--- config.mk ---
export PLATFORM = sky130hd
export DESIGN_NAME = dffram_2r1w_bist
export DESIGN_NICKNAME = d
export VERILOG_FILES = /design/src/rtl/dffram_2r1w_bist.sv
export SDC_FILE = /design/constraint.sdc
export NUM_CORES = 1
export LEC_CHECK = 0
export ABC_CLOCK_PERIOD_IN_PS = 2700
export BUFFER_PORTS_ARGS = -buffer_cell sky130_fd_sc_hd__buf_2
export CAP_MARGIN = 20
export CORE_MARGIN = 1
export CORE_UTILIZATION = 30
export DETAILED_ROUTE_END_ITERATION = 10
export MAX_ROUTING_LAYER = met4
export REMOVE_ABC_BUFFERS = 1
export SETUP_SLACK_MARGIN = 0.02
export SLEW_MARGIN = 5
export SYNTH_ARGS = -nofsm -noshare
export SYNTH_HDL_FRONTEND = slang
export SYNTH_SLANG_ARGS = --single-unit
--- constraint.sdc ---
create_clock -name CLK -period 2.7 [get_ports CLK]
set_input_delay 0.27 -clock CLK [delete_from_list [all_inputs] [get_ports CLK]]
set_output_delay 0.27 -clock CLK [all_outputs]
set_load 0.02 [all_outputs]
--- src/rtl/dffram_2r1w_bist.sv ---
// Built-in self-test initiator for the 2R1W DFFRAM macro.
// Runs one full write pass on port 0, an ascending read pass on port 0 and a
// descending read pass on port 1, comparing every read word with the pattern
// {a, ~a} ^ PAT. It reports pass/fail, the mismatch count and the details of
// the first mismatch.
module dffram_2r1w_bist #(
  parameter int AW = 8,
  parameter int DW = 16,
  parameter logic [DW-1:0] PAT = 16'hA5C3
) (
  input  logic            CLK,
  input  logic            RST,
  input  logic            start,
  output logic            busy,
  output logic            done,
  output logic            pass,
  output logic [AW+1:0]   err_cnt,
  output logic [AW-1:0]   err_addr,
  output logic            err_port,
  output logic [DW-1:0]   err_data,
  output logic            EN0,
  output logic            EN1,
  output logic [AW-1:0]   A0,
  output logic [AW-1:0]   A1,
  output logic [DW-1:0]   Di0,
  output logic [DW/8-1:0] WE0,
  input  logic [DW-1:0]   Do0,
  input  logic [DW-1:0]   Do1
);

  typedef enum logic [2:0] {
    IDLE,
    WRITE,
    RD0,
    RD1,
    DRAIN,
    DONE
  } state_t;

  localparam logic [AW-1:0] ADDR_MAX = {AW{1'b1}};
  localparam logic [AW-1:0] ADDR_ONE = 1;
  localparam logic [AW+1:0] CNT_ONE  = 1;

  state_t          state;

  logic            tag_valid;
  logic            tag_port;
  logic [AW-1:0]   tag_addr;
  logic [DW-1:0]   tag_exp;

  logic [DW-1:0]   rd_data;
  logic            mismatch;
  logic [AW-1:0]   issue_addr;

  function automatic logic [DW-1:0] pattern(input logic [AW-1:0] a);
    return {a, ~a} ^ PAT;
  endfunction

  // Address of the read currently on the pins, used to tag it for the compare
  always_comb begin
    issue_addr = EN1 ? A1 : A0;
  end

  // Compare stage: picks the port named by the tag and flags a wrong word
  always_comb begin
    rd_data  = tag_port ? Do1 : Do0;
    mismatch = tag_valid && (rd_data != tag_exp);
  end

  // One-stage tag pipeline: describes the read presented this cycle, whose data returns next cycle
  always_ff @(posedge CLK) begin
    if (RST) begin
      tag_valid <= 1'b0;
      tag_port  <= 1'b0;
      tag_addr  <= '0;
      tag_exp   <= '0;
    end else begin
      tag_valid <= (EN0 && (WE0 == '0)) || EN1;
      tag_port  <= EN1;
      tag_addr  <= issue_addr;
      tag_exp   <= pattern(issue_addr);
    end
  end

  // Sequencer: drives the registered RAM pins, status outputs and error record
  always_ff @(posedge CLK) begin
    if (RST) begin
      state    <= IDLE;
      busy     <= 1'b0;
      done     <= 1'b0;
      pass     <= 1'b0;
      err_cnt  <= '0;
      err_addr <= '0;
      err_port <= 1'b0;
      err_data <= '0;
      EN0      <= 1'b0;
      EN1      <= 1'b0;
      A0       <= '0;
      A1       <= '0;
      Di0      <= '0;
      WE0      <= '0;
    end else begin
      if (mismatch) begin
        err_cnt <= err_cnt + CNT_ONE;
        if (err_cnt == '0) begin
          err_addr <= tag_addr;
          err_port <= tag_port;
          err_data <= rd_data;
        end
      end

      case (state)
        IDLE, DONE: begin
          EN0 <= 1'b0;
          EN1 <= 1'b0;
          WE0 <= '0;
          if (start) begin
            state    <= WRITE;
            busy     <= 1'b1;
            done     <= 1'b0;
            pass     <= 1'b0;
            err_cnt  <= '0;
            err_addr <= '0;
            err_port <= 1'b0;
            err_data <= '0;
            EN0      <= 1'b1;
            WE0      <= '1;
            A0       <= '0;
            Di0      <= pattern('0);
          end
        end

        WRITE: begin
          if (A0 == ADDR_MAX) begin
            state <= RD0;
            WE0   <= '0;
            Di0   <= '0;
            A0    <= '0;
          end else begin
            A0  <= A0 + ADDR_ONE;
            Di0 <= pattern(A0 + ADDR_ONE);
          end
        end

        RD0: begin
          if (A0 == ADDR_MAX) begin
            state <= RD1;
            EN0   <= 1'b0;
            A0    <= '0;
            EN1   <= 1'b1;
            A1    <= ADDR_MAX;
          end else begin
            A0 <= A0 + ADDR_ONE;
          end
        end

        RD1: begin
          if (A1 == '0) begin
            state <= DRAIN;
            EN1   <= 1'b0;
          end else begin
            A1 <= A1 - ADDR_ONE;
          end
        end

        DRAIN: begin
          state <= DONE;
          busy  <= 1'b0;
          done  <= 1'b1;
          pass  <= (err_cnt == '0) && !mismatch;
        end

        default: begin
          state <= IDLE;
          busy  <= 1'b0;
          EN0   <= 1'b0;
          EN1   <= 1'b0;
          WE0   <= '0;
        end
      endcase
    end
  end

endmodule

==> results of run 1 <==
-- final cells by class --
class	count	area [um^2]
Sequential cell	88	1760
Multi-Input combinational cell	357	2240
Timing Repair Buffer	121	638
Clock buffer	10	239
Tap cell	176	220
Inverter	9	33.8
Clock inverter	6	72.6
Fill cell	1408	8250
-- through the flow --
step | std cells | setup WS, ps | util (%) | power (mW)
2_1_floorplan | 454 | -255 | - | 1.54
3_3_place_gp | 751 | 466 | 36.3 | 1.65
3_5_place_dp | 751 | 383 | 36.3 | 1.65
4_1_cts | 767 | 371 | 38.7 | 2.96
5_1_grt | 767 | 186 | 38.7 | 3.06
6_report | 767 | 372 | 38.7 | 2.93
-- worst max path at each step --
stage,slack (ps),endpoint,startpoint,cells past startpoint
final,370,err_cnt[8],tag_port,8
after global routing,190,err_data[13],tag_port,8
after CTS,370,err_cnt[9],tag_port,8
after detailed placement,380,err_cnt[7],tag_port,8
after global placement,470,err_cnt[9],Do0[6],8
after floorplan,-260,err_data[0],tag_port,6
-- layer usage --
layer | part of all wire, % | wire [um] | global-route usage [%]
met5 | 0 | 0 | -
met2 | 47 | 5420 | 26.4
met3 | 5.8 | 666 | 3.82
met1 | 47 | 5400 | 21.7
met4 | 0.33 | 38 | 4.63
-- critical path: stages, from the launching register on --
cell,delay [ps]
dfxtp_1,310
buf_4,230
buf_4,240
a221oi_1,80
a21oi_1,350
o41ai_4,140
buf_4,220
or4_1,510
a21oi_1,160
-- placed cells by master, fill, tap and decap left out, types with 3 or more instances in the layout --
cell / instances
a22oi_1: 8
nand3b_1: 4
a21oi_1: 66
buf_4: 13
nand4_1: 4
nand2_1: 19
clkbuf_16: 9
buf_2: 108
dfxtp_1: 88
nor3_1: 16
nand3_1: 27
a211oi_2: 10
inv_1: 9
nor2b_1: 12
a211oi_1: 7
a221oi_1: 4
nor2_1: 52
o21ai_0: 16
mux2i_1: 24
nand2b_1: 5
o21ai_1: 11
or3_1: 21
o31ai_1: 3
ha_1: 5
xor2_1: 14
xnor2_1: 6
-- flip-flops by register name, summed over array words and instances (netlist names), 7 cells and up --
register and count:
err_cnt 10, A0 8, err_addr 8, tag_exp 7, tag_addr 7, A1 8, err_data 16, Di0 12
-- synth_stat cells (all sizes together), types with 2 or more instances --
library cell  number  area [um^2]
a211oi            17          178
a21oi             66          330
a221oi             4         35.0
a22oi              8         60.1
a311o              2         20.0
and3               2         12.5
buf               18          113
clkbuf            19         71.3
dfxtp             88         1760
ha                 5         62.6
inv                9         33.8
mux2i             24          240
nand2             19         71.3
nand2b             5         31.3
nand3             27          135
nand3b             4         30.0
nand4              4         25.0
nor2              53          206
nor2b             12         75.1
nor3              16         80.1
nor4               2         12.5
o21a               2         15.0
o21ai             27          135
o31ai              3         22.5
o41ai              2         43.8
or2                2         12.5
or3               21          131
or4                2         15.0
xnor2              6         52.6
xor2              14          123
-- power by group through the flow --
stage	registers, mW	clock network (mW)	logic (mW)
floorplan	1.41	0	0.124
global placement	1.39	0	0.263
detailed placement	1.39	0	0.267
CTS	1.36	1.34	0.269
global route	1.36	1.40	0.297
finish	1.36	1.30	0.267
-- logic make-up after synthesis --
group,after synthesis,synth area share (%)
XOR/XNOR,20,4.16
multiplexers,24,5.70
flip-flops,88,41.8
AO/OA/AOI/OAI,138,21.6
adder cells (fa/ha/maj),5,1.48
buffers and inverters,46,5.16
AND/OR/NAND/NOR,170,20.1
==> metrics.md, run 1 <==
| Metric | Value |
|---|---|
| Outcome | `completed` |
| Drt first pass iters | `4` |
| Setup TNS | `0 ps` |
| Cell count after synthesis | `491` |
| Flop2flop setup slack | `around 370 ps` |
| Drt wl/cell | `15.0 um` |
| Starting Density | `31.3%` |
| Post-cts resize count | `0` |
| Syn Std Cell Area | `0.00422 mm^2` |
| Initial antenna violation count | `0` |
| Startpoint types | `flip-flop` |
| Seq pwr share | `~46%` |
| Syn. warnings | `0` |
| Syn avg cell area | `between 8 and 9 um^2` |
| Final min period | `2330 ps` |
| Unique masters post-synth | `45` |
| Io pins | `between 100 and 150` |
| Sink Count | `between 80 and 90` |
| Final hold vios | `0` |
| Worst Path Required | `between 2000 and 3000 ps` |
| Clock share of power | `44.5%` |
| Synth Register Bits | `88` |
| Post-synthesis sequential area ratio | `41.8%` |
| Area growth syn-to-layout | `23.4%` |
| Max VDD drop | `264 uV` |
| Vias in the first global route | `3756` |
| Worst setup EP type | `flip-flop` |
| Worst R2R End | `err_cnt[8]` |
| Diode count | `0` |
| Drt total wl | `roughly 12 mm` |
| Final #Nets | `626` |
| Vias | `just under 4000` |
| Std cell rows | `42` |
| Max Clock Skew | `8.39 ps` |
| Reg2Reg Depth | `8` |
| Deepest level of the CTS H-tree | `3` |
| DIE AREA | `between 0.01 and 0.015 mm^2` |
| Least-Margin Pin Slew | `slightly above 700 ps` |
| Leak | `2.04 nW` |
| HP Class | `input pin to flip-flop` |
| Die width | `121 um` |
| Sw Share | `25.5%` |
| WHS Endpoint | `err_data[13]` |
| Post-DP HPWL | `8.28 mm` |
| Number of synthesized flops with an enable pin | `0` |
| Hold_buf cts | `0` |
| WS Path Type | `flip-flop to flip-flop` |
| Critical-path maximum fanout | `22` |
| CTS tree | `done` |
| # setup viols final | `0` |
| Worst hold margin | `294 ps` |
| Final ANT Viol Nets | `0` |
| DR vias/cell | `5.12` |
| Internal cell power | `between 2 and 2.5 mW` |
| Ys async rst share | `0%` |
| Clock latency on the worst-skew pair | `340 ps` |
| Routability cong. | `0.830` |
| Largest net degree at the start of global routing | `37` |
| WHS Path Cells | `3` |
| Starting DRT DRC Count | `381` |
| Port Buffers | `~110` |
| Die Y | `around 120 um` |
| Finished Cell Area | `between 0.005 and 0.006 mm^2` |
| Num CTS Buffers | `9` |
| Crit path DAT | `between 2000 and 3000 ps` |
| Layout cells sized above 1 | `around a quarter` |
| Worst R2R Start | `tag_port` |
| Core Box Area | `around 0.013 mm^2` |
| Gr ovfl total | `0` |
| Hold_sp | `Do0[13]` |
| Max-cap violations | `0` |
| RSZ-0062 raised after global routing | `false` |
| Share of power burned in combinational logic | `under 10%` |
| Global-route wire length before repair | `approximately 19 mm` |
| Maximum clock frequency | `approximately 430 MHz` |
| Clk buf depth | `2` |
| GRT Overall Usage | `~17%` |
| Power per cell area | `563 mW/mm^2` |
| Clock Pin Slew Worst Setup and Hold Paths | `approximately 70 ps` |
| Max Slew Vio Count | `0` |
| Setup bufs post-CTS | `0` |
| DR DRC count | `0` |
| Sw power | `around 0.75 mW` |
| Placed Area | `0.00489 mm^2` |
| Dominant synthesized flop cell | `dfxtp_1` |
| Fin crit share | `86.2%` |
| Max-slew headroom | `51.2%` |
| Root buffer cell | `clkbuf_16` |
(Power assumes the default switching activity.)
==> run 2, diff against run 1 <==
Settings changed: CTS_BUF_LIST set to sky130_fd_sc_hd__clkbuf_4.
==> run 2 against run 1 <==
Compared with the run above: final area down 3.2%; largest cell class unchanged; sequential power barely moved; clock power decreased by 39%; fmax is 0.46% lower.
==> metrics.md, run 2 (synthesized netlist as in run 1, its figures left out) <==
| Metric | Value |
|---|---|
| Starting Density | `31.3% (unchanged)` |
| HP Class | `input pin to flip-flop` |
| Die width | `121 um (unchanged)` |
| Slowest-stage cell, CP | `or4_1` |
| Registers with the most flip-flops | `err_data: 16 flops, Di0: 12 flops, err_cnt: 10 flops` |
| Max Clock Skew | `21.1 ps (+12.7 ps)` |
| Drt total wl | `11.5 mm (-0.53%)` |
| Largest net degree at the start of global routing | `37 (unchanged)` |
| Layout cells sized above 1 | `25.7% (-0.17 points)` |
| Max-slew headroom | `48.0% (-3.2 points)` |
| Crit path DAT | `2750 ps (+150 ps)` |
| CP max stage delay | `510 ps (about the same)` |
| Vias in the first global route | `3710 (-1.2%)` |
| WHS Endpoint | `err_data[13]` |
| Setup bufs post-CTS | `0 (unchanged)` |
| Drt first pass iters | `5 (+1)` |
| DR WL met2 | `5.20 mm (-4.0%)` |
| Crit-path most repeated cell | `buf_4` |
| Placed Area | `0.00489 mm^2 (unchanged)` |
| Initial antenna violation count | `1 (+1)` |
| Area growth syn-to-layout | `19.5%` |
| Setup TNS | `0 ps (unchanged)` |
| Worst R2R Start | `tag_port` |
| Flop2flop setup slack | `360 ps (about the same)` |
| Io pins | `109 (unchanged)` |
| Routability cong. | `0.830 (unchanged)` |
| Fin util | `37.4% (-1.2 points)` |
| Std cell rows | `42 (unchanged)` |
| Drt wl/cell | `14.9 um (-0.66%)` |
| # setup viols final | `0 (unchanged)` |
| Commonest non-fill, non-tap cell in the layout | `buf_2` |
| Clock latency on the worst-skew pair | `460 ps (+120 ps)` |
| Max Used Layer | `met4` |
| RSZ-0062 raised after global routing | `false` |
| DIE AREA | `0.0145 mm^2 (unchanged)` |
| Max-cap violations | `0 (unchanged)` |
| Worst setup EP type | `flip-flop` |
| Global-route wire length before repair | `18.7 mm (-0.73%)` |
| WHS Path Cells | `3 (unchanged)` |
| Final min period | `2340 ps (+10.8 ps)` |
| Reg2Reg Depth | `8 (unchanged)` |
| Launch point of the worst path | `tag_port` |
| GRT Overall Usage | `16.7% (-0.12 points)` |
| Critical-path maximum fanout | `22 (unchanged)` |
| Largest Register | `err_data` |
| Worst R2R End | `err_cnt[8]` |
| Post-DP HPWL | `8.28 mm (unchanged)` |
| Final ANT Viol Nets | `0 (unchanged)` |
| Commonest non-fill, non-tap cells in the layout | `buf_2 (108), dfxtp_1 (88), a21oi_1 (66)` |
| Deepest level of the CTS H-tree | `3 (unchanged)` |
| Max Slew Vio Count | `0 (unchanged)` |
| Clk buf depth | `2 (unchanged)` |
| Worst path cell trace | `buf_4, buf_4, a221oi_1, a21oi_1, o41ai_4, buf_4, or4_1, a21oi_1` |
| Worst Path Required | `3110 ps (+130 ps)` |
| Clock Pin Slew Worst Setup and Hold Paths | `160 ps (+90 ps)` |
| Fin crit share | `86.6% (+0.40 points)` |
| Maximum clock frequency | `428 MHz (-0.46%)` |
| DR vias/cell | `5.15 (+0.76%)` |
| Final #Nets | `626 (unchanged)` |
| Starting DRT DRC Count | `417 (+9.4%)` |
| Core Box Area | `0.0135 mm^2 (unchanged)` |
| Place WS | `383 ps (unchanged)` |
| Power per cell area | `480 mW/mm^2 (-15%)` |
| Met1 WL | `5.38 mm (-0.22%)` |
| WS Path Type | `flip-flop to flip-flop` |
| Die Y | `121 um (unchanged)` |
| Leak | `1.96 nW (-3.7%)` |
| Root buffer cell | `clkbuf_4` |
| Met3 Routed Length | `786 um (+18%)` |
| Max VDD drop | `191 uV (-28%)` |
| Startpoint types | `flip-flop` |
| Num CTS Buffers | `9 (unchanged)` |
| Post-cts resize count | `0 (unchanged)` |
| DR DRC count | `0 (unchanged)` |
| Finished Cell Area | `0.00504 mm^2 (-3.2%)` |
| Setup ws final | `362 ps (-10.8 ps)` |
| CTS tree | `done` |
| Outcome | `completed` |
| Final hold vios | `0 (unchanged)` |
| Hold_sp | `Do0[13]` |
| Sink Count | `88 (unchanged)` |
| Port Buffers | `108 (unchanged)` |
| Gr ovfl total | `0 (unchanged)` |
| Tot Pwr | `2.42 mW (-17%)` |
| Vias | `3959 (+0.89%)` |
| Hold_buf cts | `0 (unchanged)` |
| Number of flip-flops in the largest register | `16 (unchanged)` |
| Least-Margin Pin Slew | `774 ps (+48.3 ps)` |
run 2: metal layers:
metal  global-route usage, %  vias up
met4                    3.70        0
met5                       -        -
met3                    4.39       10
met1                    21.9     1851
met2                    25.8      141
li1                        -     1957
run 2: where the power goes:
group	switching (mW)	internal (mW)
clock network	0.498	0.293
registers	0.0299	1.33
logic	0.170	0.0966
total	0.698	1.72
run 2: how the worst max path moves through the flow:
stage	to	slack, ps	cells after the start
detailed placement	err_cnt[7]	380	8
global route	err_data[13]	170	8
CTS	err_cnt[7]	370	8
floorplan	err_data[0]	-260	6
finish	err_cnt[8]	360	8
global placement	err_cnt[9]	470	8
run 2: cell type report:
| class | instances | area [um^2] |
|---|---|---|
| Fill cell | 1425 | 8420 |
| Multi-Input combinational cell | 357 | 2240 |
| Sequential cell | 88 | 1760 |
| Timing Repair Buffer | 121 | 638 |
| Tap cell | 176 | 220 |
| Clock inverter | 7 | 76.3 |
| Clock buffer | 9 | 67.6 |
| Inverter | 9 | 33.8 |
| Antenna cell | 1 | 2.50 |
run 2: critical path: cells and delay by family (launching register included):
family	cells	cell delay [ps]
compound gates	4	750
buf+inv	3	690
flops	1	340
simple gates	1	510
run 2: stage by stage:
stage,hold WS (ps),instances
2_1_floorplan,339,454
3_3_place_gp,450,751
3_5_place_dp,447,751
4_1_cts,128,767
5_1_grt,142,768
6_report,156,768
